**config.mk**
```make
export PLATFORM = sky130hd
export DESIGN_NAME = sqrt_iter_unit
export DESIGN_NICKNAME = d
export VERILOG_FILES = /design/src/rtl/sqrt_pkg.sv /design/src/rtl/sqrt_step.sv /design/src/rtl/sqrt_iter_unit.sv
export SDC_FILE = /design/constraint.sdc
export NUM_CORES = 1
export LEC_CHECK = 0
export ABC_AREA = 1
export CORE_MARGIN = 2
export CORE_UTILIZATION = 55
export DETAILED_ROUTE_END_ITERATION = 10
export PLACE_DENSITY = 0.83
export SETUP_SLACK_MARGIN = 0.2
export SYNTH_ARGS = -nofsm -noshare
export SYNTH_HDL_FRONTEND = slang
export SYNTH_SLANG_ARGS = --single-unit
```
**constraint.sdc**
```tcl
create_clock -name clk -period 5.5 [get_ports clk]
set_input_delay 1.375 -clock clk [delete_from_list [all_inputs] [get_ports clk]]
set_output_delay 1.375 -clock clk [all_outputs]
set_load 0.05 [all_outputs]
```
**src/rtl/sqrt_pkg.sv**
```systemverilog
// rtl/sqrt_pkg.sv - shared state encoding and counter-width helper for the sqrt units
package sqrt_pkg;

    typedef enum logic [1:0] {
        IDLE = 2'd0,
        ITER = 2'd1,
        DONE = 2'd2
    } sqrt_state_t;

    // Down-counter from n-1 to 0; never narrower than one bit.
    function automatic int cnt_w(input int n);
        return (n > 1) ? $clog2(n) : 1;
    endfunction

endpackage

```
**src/rtl/sqrt_step.sv**
```systemverilog
// rtl/sqrt_step.sv - one combinational restoring square-root recurrence step
module sqrt_step #(
    parameter int N = 8
) (
    input  logic [N+1:0] rem,
    input  logic [N-1:0] root,
    input  logic [1:0]   top2,
    output logic [N+1:0] rem_nxt,
    output logic [N-1:0] root_nxt
);

    logic [N+3:0] lhs;
    logic [N+3:0] rhs;
    logic [N+4:0] diff;
    logic         borrow;

    assign lhs    = {rem, top2};
    assign rhs    = {2'b00, root, 2'b01};
    assign diff   = {1'b0, lhs} - {1'b0, rhs};
    assign borrow = diff[N+4];

    // Borrow means the trial subtract went negative: keep the shifted remainder.
    assign rem_nxt  = borrow ? (N+2)'(lhs) : (N+2)'(diff);
    assign root_nxt = {root[N-2:0], ~borrow};

endmodule

```
**src/rtl/sqrt_iter_unit.sv**
```systemverilog
// rtl/sqrt_iter_unit.sv - iterative integer square root with remainder, handshake and abort
module sqrt_iter_unit
    import sqrt_pkg::*;
#(
    parameter int WIDTH = 16
) (
    input  logic               clk,
    input  logic               rstn_i,
    input  logic               start_i,
    input  logic [WIDTH-1:0]   radicand_i,
    input  logic               abort_i,
    input  logic               ack_i,
    output logic               ready_o,
    output logic               busy_o,
    output logic               valid_o,
    output logic [WIDTH/2-1:0] root_o,
    output logic [WIDTH/2:0]   rem_o
);

    localparam int N     = WIDTH / 2;
    localparam int CNT_W = cnt_w(N);

    if ((WIDTH % 2) != 0 || WIDTH < 4) begin : g_bad_width
        $error("sqrt_iter_unit: WIDTH must be even and >= 4");
    end

    sqrt_state_t      state;
    sqrt_state_t      state_nxt;
    logic [CNT_W-1:0] cnt;
    logic [WIDTH-1:0] x_sr;
    logic [N+1:0]     rem_q;
    logic [N-1:0]     root_q;
    logic [N+1:0]     rem_nxt;
    logic [N-1:0]     root_nxt;

    sqrt_step #(.N(N)) u_step (
        .rem      (rem_q),
        .root     (root_q),
        .top2     (x_sr[WIDTH-1:WIDTH-2]),
        .rem_nxt  (rem_nxt),
        .root_nxt (root_nxt)
    );

    always_comb begin
        state_nxt = state;
        case (state)
            IDLE:    if (start_i) state_nxt = ITER;
            ITER: begin
                if (abort_i)          state_nxt = IDLE;
                else if (cnt == '0)   state_nxt = DONE;
            end
            DONE:    if (ack_i) state_nxt = IDLE;
            default: state_nxt = IDLE;
        endcase
    end

    always_ff @(posedge clk) begin
        if (!rstn_i) begin
            state  <= IDLE;
            cnt    <= '0;
            x_sr   <= '0;
            rem_q  <= '0;
            root_q <= '0;
        end else begin
            state <= state_nxt;
            case (state)
                IDLE: begin
                    if (start_i) begin
                        x_sr   <= radicand_i;
                        rem_q  <= '0;
                        root_q <= '0;
                        cnt    <= CNT_W'(N - 1);
                    end
                end
                ITER: begin
                    if (!abort_i) begin
                        rem_q  <= rem_nxt;
                        root_q <= root_nxt;
                        x_sr   <= {x_sr[WIDTH-3:0], 2'b00};
                        cnt    <= cnt - CNT_W'(1);
                    end
                end
                default: ;
            endcase
        end
    end

    // Result registers hold stale partial values outside DONE, so mask them.
    assign ready_o = (state == IDLE);
    assign busy_o  = (state == ITER) || (state == DONE);
    assign valid_o = (state == DONE);
    assign root_o  = valid_o ? root_q : '0;
    assign rem_o   = valid_o ? (N+1)'(rem_q) : '0;

endmodule

```
==> impl_metrics.json, run 1 <==
{
  "fin_nets": 429,
  "crit_buf_inv": 3,
  "fp-row-count": 23,
  "setup_viol": 0,
  "cts_tree": "done",
  "num_vias": 2385,
  "dieWidth_um": 69.7,
  "critPathCaptureType": "output port",
  "finalHoldWorstSlack_ns": 0.451,
  "worst_pin_slew_ns": 0.804,
  "skew_ns": 0.00739,
  "overflow": 0,
  "vdd_drop_max_uv": 288,
  "crit_required_ns": 4.12,
  "synth_seq_cells": 39,
  "arrival_ns": 2.40,
  "cts_buffers": 5,
  "netlist_area_mm2": 0.00237,
  "finalCriticalPeriod_ns": 3.78,
  "power_mw": 1.87,
  "clkLatencyLatePin_ns": 0.29,
  "grt_max_degree": 33,
  "drtIter0Drc": 159,
  "maxSlewViolCount": 0,
  "post-cts-setup-buffer-count": 0,
  "core_mm2": 0.00409,
  "syn_avg_cell_area_um2": 6.52,
  "dp_hpwl_um": 3930,
  "grt_pass1_wl_um": 9560,
  "utilization_pct": 70.7,
  "hp-class": "flip-flop to flip-flop",
  "boundaryPins": 41,
  "firstDrtPassIters": 5,
  "synth_seq_area_share_pct": 32.9,
  "crit_family": "buffers and inverters",
  "slew_headroom_pct": 46.4,
  "vias_per_cell": 5.36,
  "fmax_ghz": 0.265,
  "cap_violations": 0,
  "die_h_um": 69.7,
  "htreeDepth": 2,
  "startpoint_type": "flip-flop",
  "leakage_nw": 1.40,
  "diodes": 0,
  "outcome": "complete, no violations",
  "start_util_pct": 58.1,
  "synth_fp_nets": 399,
  "hold_viol_final": 0,
  "drc_errors": 0,
  "clockRootBuffer": "clkbuf_8",
  "ant_nets": 0,
  "cts_sinks": 39,
  "path_class": "flip-flop to output port",
  "rsz0062_at_grt": "no",
  "place.gp.congestion": 0.882,
  "clockBufferDepth": 2,
  "grt_usage_pct": 24.0,
  "final_cell_mix": "107 x nand2_1, 65 x inv_1, 40 x clkdlybuf4s50_1",
  "cts.clk_slew.worst_paths_ns": 0.08,
  "grt_pass1_vias": 2170,
  "die_area_mm2": 0.00486,
  "timing.final.ws_setup_ns": 1.72,
  "postSynthCellCount": 364,
  "port_buffers": 40,
  "routed_wl_um": 5760,
  "final.period_utilization_pct": 68.7,
  "layout_commonest_cell": "nand2_1",
  "yosysWarnings": 0,
  "slowest_delay_ns": 0.79,
  "path_max_fanout": 19,
  "synthToLayoutAreaGrowth_pct": 21.8,
  "crit_path_top_delay_cell": "clkdlybuf4s50_1",
  "path_cells": "inv_1, ha_1, nand2_1, inv_1, clkdlybuf4s50_1",
  "place_ws_ns": 2.05,
  "antenna_found_initial": 0,
  "critPathMostFrequentCell": "inv_1",
  "drive_gt1_share_pct": 3.54,
  "fin_tns_setup_ns": 0,
  "cts-resized-gates": 0,
  "wl_per_cell_um": 12.9,
  "cts.hold.buffers_added": 0,
  "yosysUniqueCellTypes": 25,
  "pwr_density_cell_mw_per_mm2": 646
}
## worst reg2reg max path, stage by stage (launching register included)
cell and delay (ns):
dfxtp_1 0.33, inv_1 0.08, ha_1 0.68, inv_2 0.32
or2_4 0.35, a21oi_4 0.54, inv_2 0.40, a21oi_1 0.25
a211oi_1 0.08
## area by class of cell
| class | instances | area (um2) |
|---|---|---|
| clock buffer | 6 | 72.6 |
| clock inverter | 2 | 60.1 |
| fill | 367 | 1200 |
| inverter | 67 | 251 |
| multi-input combinational | 241 | 1260 |
| sequential | 39 | 781 |
| tap | 50 | 62.6 |
| timing repair buffer | 40 | 400 |
## per-layer routing
layer | part of all wire, % | vias to the layer above | track usage [%] | routed length (um)
met2 | 46 | 85 | 39.9 | 2670
met5 | 0 | - | 0 | 0
met3 | 5.4 | 9 | 3.49 | 314
met1 | 47 | 1061 | 32.2 | 2710
met4 | 1.2 | 0 | 7.48 | 71
li1 | - | 1230 | - | -
## kinds of logic after synthesis
family / Yosys count / synth area share (%)
AND/OR/NAND/NOR: 152 / 27.0
buffers and inverters: 84 / 13.9
AO/OA/AOI/OAI: 72 / 17.7
flip-flops: 39 / 32.9
adder cells (fa/ha/maj): 14 / 7.38
XOR/XNOR: 3 / 1.11
## through the flow
step | area (um2) | cells
after global routing | 2890 | 445
after global placement | 2760 | 437
after CTS | 2890 | 445
final | 2890 | 445
after floorplan | 2370 | 364
after detailed placement | 2760 | 437
## registers in the layout, indices dropped and copies added, names as in the netlist
signal	cells
state	2
root_q	8
rem_q	10
x_sr	16
cnt	3
## path summary, 6_finish.rpt
| path | start | end | slack [ns] | cells after the start |
|---|---|---|---|---|
| worst max-delay path | state[0] | root_o[2] | 1.72 | 5 |
| worst min-delay path | cnt[0] | cnt[0] | 0.45 | 1 |
| worst max register to register | state[1] | root_q[2] | 2.34 | 8 |
| worst min register to register | cnt[0] | cnt[0] | 0.45 | 1 |
## report_power, final
group / internal (mW) / total, mW / switching, mW
Combinational: 0.361 / 1.11 / 0.749
Sequential: 0.399 / 0.474 / 0.0748
Clock: 0.181 / 0.284 / 0.102
## cell usage after synthesis (all sizes together)
| master | count | area, um2 |
|---|---|---|
| nand2 | 107 | 402 |
| inv | 67 | 251 |
| dfxtp | 39 | 781 |
| a21oi | 27 | 146 |
| nand3 | 22 | 115 |
| o21ai | 20 | 100 |
| a31oi | 14 | 87.6 |
| ha | 14 | 175 |
| nor2 | 11 | 46.3 |
| nand4 | 10 | 62.6 |
| clkbuf | 9 | 33.8 |
| a211oi | 8 | 60.1 |
| buf | 8 | 45.0 |
| a221oi | 2 | 17.5 |
| xnor2 | 2 | 17.5 |
| nand3b | 1 | 7.51 |
| o21bai | 1 | 7.51 |
| or2 | 1 | 8.76 |
| xor2 | 1 | 8.76 |
(Power assumes the default switching activity.)
==> run 2, diff against run 1 <==
--- a/config.mk
+++ b/config.mk
@@ -7,9 +7,9 @@
 export LEC_CHECK = 0
 export ABC_AREA = 1
 export CORE_MARGIN = 2
-export CORE_UTILIZATION = 55
+export CORE_UTILIZATION = 48
 export DETAILED_ROUTE_END_ITERATION = 10
-export PLACE_DENSITY = 0.83
+export PLACE_DENSITY = 0.76
 export SETUP_SLACK_MARGIN = 0.2
 export SYNTH_ARGS = -nofsm -noshare
 export SYNTH_HDL_FRONTEND = slang
==> constraint.sdc (replaced) <==
create_clock -name clk -period 3.2 [get_ports clk]
set_input_delay 0.8 -clock clk [delete_from_list [all_inputs] [get_ports clk]]
set_output_delay 0.8 -clock clk [all_outputs]
set_load 0.05 [all_outputs]
==> impl_metrics.json, run 2 (synthesis gave the netlist of run 1 again) <==
{
  "diodes": 0,
  "dieWidth_um": 74.3,
  "cts_sinks": 39,
  "boundaryPins": 41,
  "routed_wl_um": 5590,
  "grt_usage_pct": 21.9,
  "fin_nets": 433,
  "synthToLayoutAreaGrowth_pct": 22.7,
  "worst_pin_slew_ns": 0.695,
  "wl_per_cell_um": 12.0,
  "path_class": "flip-flop to output port",
  "power_mw": 3.05,
  "layout_commonest_cell": "nand2_1",
  "port_buffers": 40,
  "hold_path_depth": 1,
  "r2r_cells": 10,
  "drive_gt1_share_pct": 4.76,
  "overflow": 0,
  "multi_input_area_mm2": 0.00126,
  "cts.clk_slew.worst_paths_ns": 0.08,
  "finalHoldWorstSlack_ns": 0.472,
  "dp_hpwl_um": 4000,
  "die_area_mm2": 0.00552,
  "top_regs": "x_sr x16, rem_q x10, root_q x8",
  "place.gp.congestion": 0.832,
  "core_mm2": 0.00475,
  "final_cell_mix": "107 x nand2_1, 65 x inv_1, 39 x dfxtp_1",
  "firstDrtPassIters": 4,
  "r2r_end": "rem_q[9]",
  "place_ws_ns": 0.386,
  "hp-class": "flip-flop to flip-flop",
  "hold_viol_final": 0,
  "fp-row-count": 25,
  "antenna_found_initial": 0,
  "fillers": 487,
  "cap_violations": 0,
  "holdPathEnd": "cnt[0]",
  "finalCriticalPeriod_ns": 2.91,
  "ant_nets": 0,
  "drc_errors": 0,
  "grt_pass1_wl_um": 9470,
  "rrSetupSlack_ns": 0.90,
  "grt_max_degree": 32,
  "fmax_ghz": 0.343,
  "clockRootBuffer": "clkbuf_8",
  "timing.rr.start": "state[1]",
  "clockBufferDepth": 2,
  "path_max_fanout": 19,
  "final.period_utilization_pct": 91.0,
  "cts_tree": "done",
  "htreeDepth": 2,
  "outcome": "complete, no violations",
  "cts_buffers": 5,
  "slew_headroom_pct": 53.6,
  "clkLatencyLatePin_ns": 0.30,
  "leakage_nw": 1.50,
  "pwr_density_cell_mw_per_mm2": 1050,
  "die_h_um": 74.3,
  "setup_viol": 0,
  "drtIter0Drc": 163,
  "num_vias": 2371,
  "vias_per_cell": 5.09,
  "crit_required_ns": 2.40,
  "timing.final.ws_setup_ns": 0.288,
  "arrival_ns": 2.11,
  "critPathCaptureType": "output port",
  "startpoint_type": "flip-flop",
  "skew_ns": 0.0133,
  "maxSlewViolCount": 0,
  "regArea_um2": 781,
  "regMostFlops": "x_sr",
  "start_util_pct": 49.9,
  "largest_reg_flops": 16,
  "hold_start": "cnt[0]",
  "rsz0062_at_grt": "no",
  "fin_tns_setup_ns": 0,
  "grt_pass1_vias": 2121,
  "cts.hold.buffers_added": 0,
  "vdd_drop_max_uv": 402
}
## run 2: changes by cell type in the layout (fill, tap and decap cells not counted)
cell | before | now
clkdlybuf4s50_1 | 40 | 34
dlymetal6s2s_1 | 0 | 6
buf_4 | 0 | 4
bufinv_16 | 2 | 0
clkinv_2 | 0 | 1
clkinvlp_4 | 0 | 1
ha_1 | 14 | 13
ha_2 | 0 | 1
## run 2: power breakdown
group | switching, mW | internal (mW)
Sequential | 0.123 | 0.685
Combinational | 1.26 | 0.647
Clock | 0.180 | 0.152
Total | 1.56 | 1.48
## run 2: worst max-delay path by stage
stage	startpoint	end	slack, ns	cells after the start
after floorplan	state[0]	rem_o[0]	0.58	6
after global placement	state[0]	root_o[3]	0.42	5
after detailed placement	state[0]	root_o[3]	0.39	5
after CTS	state[0]	rem_o[0]	0.29	5
after global routing	state[0]	rem_o[3]	0.20	5
final	state[0]	rem_o[0]	0.29	5
## run 2: area by class of cell
cell class | instances | area share, %
sequential | 39 | 26.8
tap | 67 | 2.88
timing repair buffer | 44 | 15.3
inverter | 67 | 8.64
clock buffer | 6 | 2.49
clock inverter | 2 | 0.430
multi-input combinational | 241 | 43.4
## run 2: worst max-delay path: stages, from the launching register on
cell             delay (ns)
dfxtp_1                0.33
inv_1                  0.08
ha_2                   0.43
nand2_1                0.10
inv_1                  0.08
clkdlybuf4s50_1        0.80
## run 2: layer usage
layer  global-route usage, %  routed length [um]  share of wire [%]  vias to the layer above
met2                    36.7                2650                 47                       59
met5                       0                   0                  0                        -
met4                    6.35                  62                1.1                        0
li1                        -                   -                  -                     1242
met1                    28.9                2580                 46                     1064
met3                    4.34                 301                5.4                        6
## run 2: what timing repair did
item | CTS | global route
endpoints found under the setup margin | 18 | 6
gates cloned | 0 | 0
setup buffers | 0 | 0
gates resized for setup | 1 | 6
## run 2: through the flow
step	instances	utilization [%]	instance area [um2]
5_1_grt	466	61.2	2910
6_report	466	61.2	2910
3_5_place_dp	458	59.1	2810
4_1_cts	466	60.9	2900
3_3_place_gp	458	59.1	2810
2_1_floorplan	364	-	2370
==> run 3, diff against run 2 <==
--- a/config.mk
+++ b/config.mk
@@ -6,7 +6,7 @@
 export NUM_CORES = 1
 export LEC_CHECK = 0
 export ABC_AREA = 1
-export CORE_MARGIN = 2
+export CORE_MARGIN = 8
 export CORE_UTILIZATION = 48
 export DETAILED_ROUTE_END_ITERATION = 10
 export PLACE_DENSITY = 0.76
==> constraint.sdc (replaced) <==
create_clock -name clk -period 3.2 [get_ports clk]
set_input_delay 0.8 -clock clk [delete_from_list [all_inputs] [get_ports clk]]
set_output_delay 0.8 -clock clk [all_outputs]
set_load 0.005 [all_outputs]
==> impl_metrics.json, run 3 (synthesis gave the netlist of run 1 again) <==
{
  "outcome": "complete, no violations",
  "worst_pin_slew_ns": 0.733,
  "power_mw": 3.01,
  "startpoint_type": "flip-flop",
  "cts-resized-gates": 0,
  "grt_usage_pct": 16.0,
  "die_h_um": 86.3,
  "overflow": 0,
  "critPathCaptureType": "output port",
  "critPathMostFrequentCell": "inv_1",
  "rsz0062_at_grt": "no",
  "crit_family": "buffers and inverters",
  "start_util_pct": 49.9,
  "vias_per_cell": 5.05,
  "fp-row-count": 25,
  "timing.final.ws_setup_ns": 0.574,
  "grt_pass1_vias": 2174,
  "cap_violations": 0,
  "slowest_delay_ns": 0.50,
  "wl_per_cell_um": 12.8,
  "grt_pass1_wl_um": 9660,
  "grt_max_degree": 30,
  "cts.hold.buffers_added": 0,
  "fin_nets": 433,
  "htreeDepth": 2,
  "regMostFlops": "x_sr",
  "top_regs": "x_sr x16, rem_q x10, root_q x8",
  "maxSlewViolCount": 0,
  "cts_sinks": 39,
  "skew_ns": 0.00962,
  "largest_reg_flops": 16,
  "place.gp.congestion": 0.870,
  "fmax_ghz": 0.381,
  "vdd_drop_max_uv": 414,
  "layout_commonest_cell": "nand2_1",
  "core_mm2": 0.00475,
  "fin_tns_setup_ns": 0,
  "hp-class": "flip-flop to flip-flop",
  "die_area_mm2": 0.00745,
  "port_buffers": 40,
  "cts.clk_slew.worst_paths_ns": 0.09,
  "cts_buffers": 5,
  "finalCriticalPeriod_ns": 2.63,
  "dieWidth_um": 86.3,
  "slew_headroom_pct": 51.1,
  "firstDrtPassIters": 4,
  "clockBufferDepth": 2,
  "leakage_nw": 1.41,
  "pwr_density_cell_mw_per_mm2": 1030,
  "clkLatencyLatePin_ns": 0.30,
  "crit_buf_inv": 3,
  "boundaryPins": 41,
  "diodes": 0,
  "path_cells": "inv_1, ha_2, nand2_1, inv_1, clkdlybuf4s50_1",
  "num_vias": 2354,
  "crit_required_ns": 2.40,
  "final.period_utilization_pct": 82.0,
  "clockRootBuffer": "clkbuf_8",
  "finalHoldWorstSlack_ns": 0.463,
  "place_ws_ns": 0.629,
  "antenna_found_initial": 0,
  "drive_gt1_share_pct": 5.01,
  "synthToLayoutAreaGrowth_pct": 23.2,
  "drtIter0Drc": 129,
  "setup_viol": 0,
  "crit_path_top_delay_cell": "clkdlybuf4s50_1",
  "path_max_fanout": 19,
  "cts_tree": "done",
  "drc_errors": 0,
  "post-cts-setup-buffer-count": 0,
  "arrival_ns": 1.83,
  "path_class": "flip-flop to output port",
  "routed_wl_um": 5970,
  "dp_hpwl_um": 4330,
  "ant_nets": 0,
  "final_cell_mix": "107 x nand2_1, 65 x inv_1, 40 x clkdlybuf4s50_1",
  "hold_viol_final": 0
}
run 3: worst register-to-register path, stage by stage, from the launching register on:
cell      delay, ns
dfxtp_1        0.35
inv_1          0.08
ha_1           0.14
buf_4          0.25
inv_2          0.19
or2_4          0.30
a21oi_4        0.35
inv_2          0.31
a21oi_1        0.22
a211oi_1       0.06
run 3: path summary, 6_finish.rpt:
kind | depth (start not counted) | end | start | slack [ns]
min reg2reg | 1 | cnt[0] | cnt[0] | 0.46
min | 1 | cnt[0] | cnt[0] | 0.46
max reg2reg | 9 | root_q[2] | state[1] | 0.80
max | 5 | root_o[2] | state[0] | 0.57
run 3: cell type report:
type / instances / area [um2]
clock buffers: 5 / 68.8
multi-input cells: 241 / 1260
well taps: 67 / 83.8
clock inverters: 3 / 43.8
inverters: 67 / 251
repair buffers: 44 / 430
flip-flops and latches: 39 / 781
fillers: 467 / 1830
run 3: metal layers:
metal | GRT usage (%) | up-vias | share of wire [%]
li1 | - | 1237 | -
met1 | 18.5 | 1057 | 47
met2 | 27.4 | 53 | 47
met3 | 3.97 | 7 | 5.6
met4 | 6.10 | 0 | 1.1
met5 | 0 | - | 0
run 3: where the power goes:
group	internal, mW	switching (mW)
Clock	0.232	0.192
Sequential	0.685	0.125
Combinational	0.646	1.13
run 3: stage by stage:
step	area (um2)	utilization, %	cells
6_report	2920	61.5	466
4_1_cts	2920	61.4	466
5_1_grt	2920	61.5	466
3_3_place_gp	2810	59.1	458
3_5_place_dp	2810	59.1	458
2_1_floorplan	2370	-	364
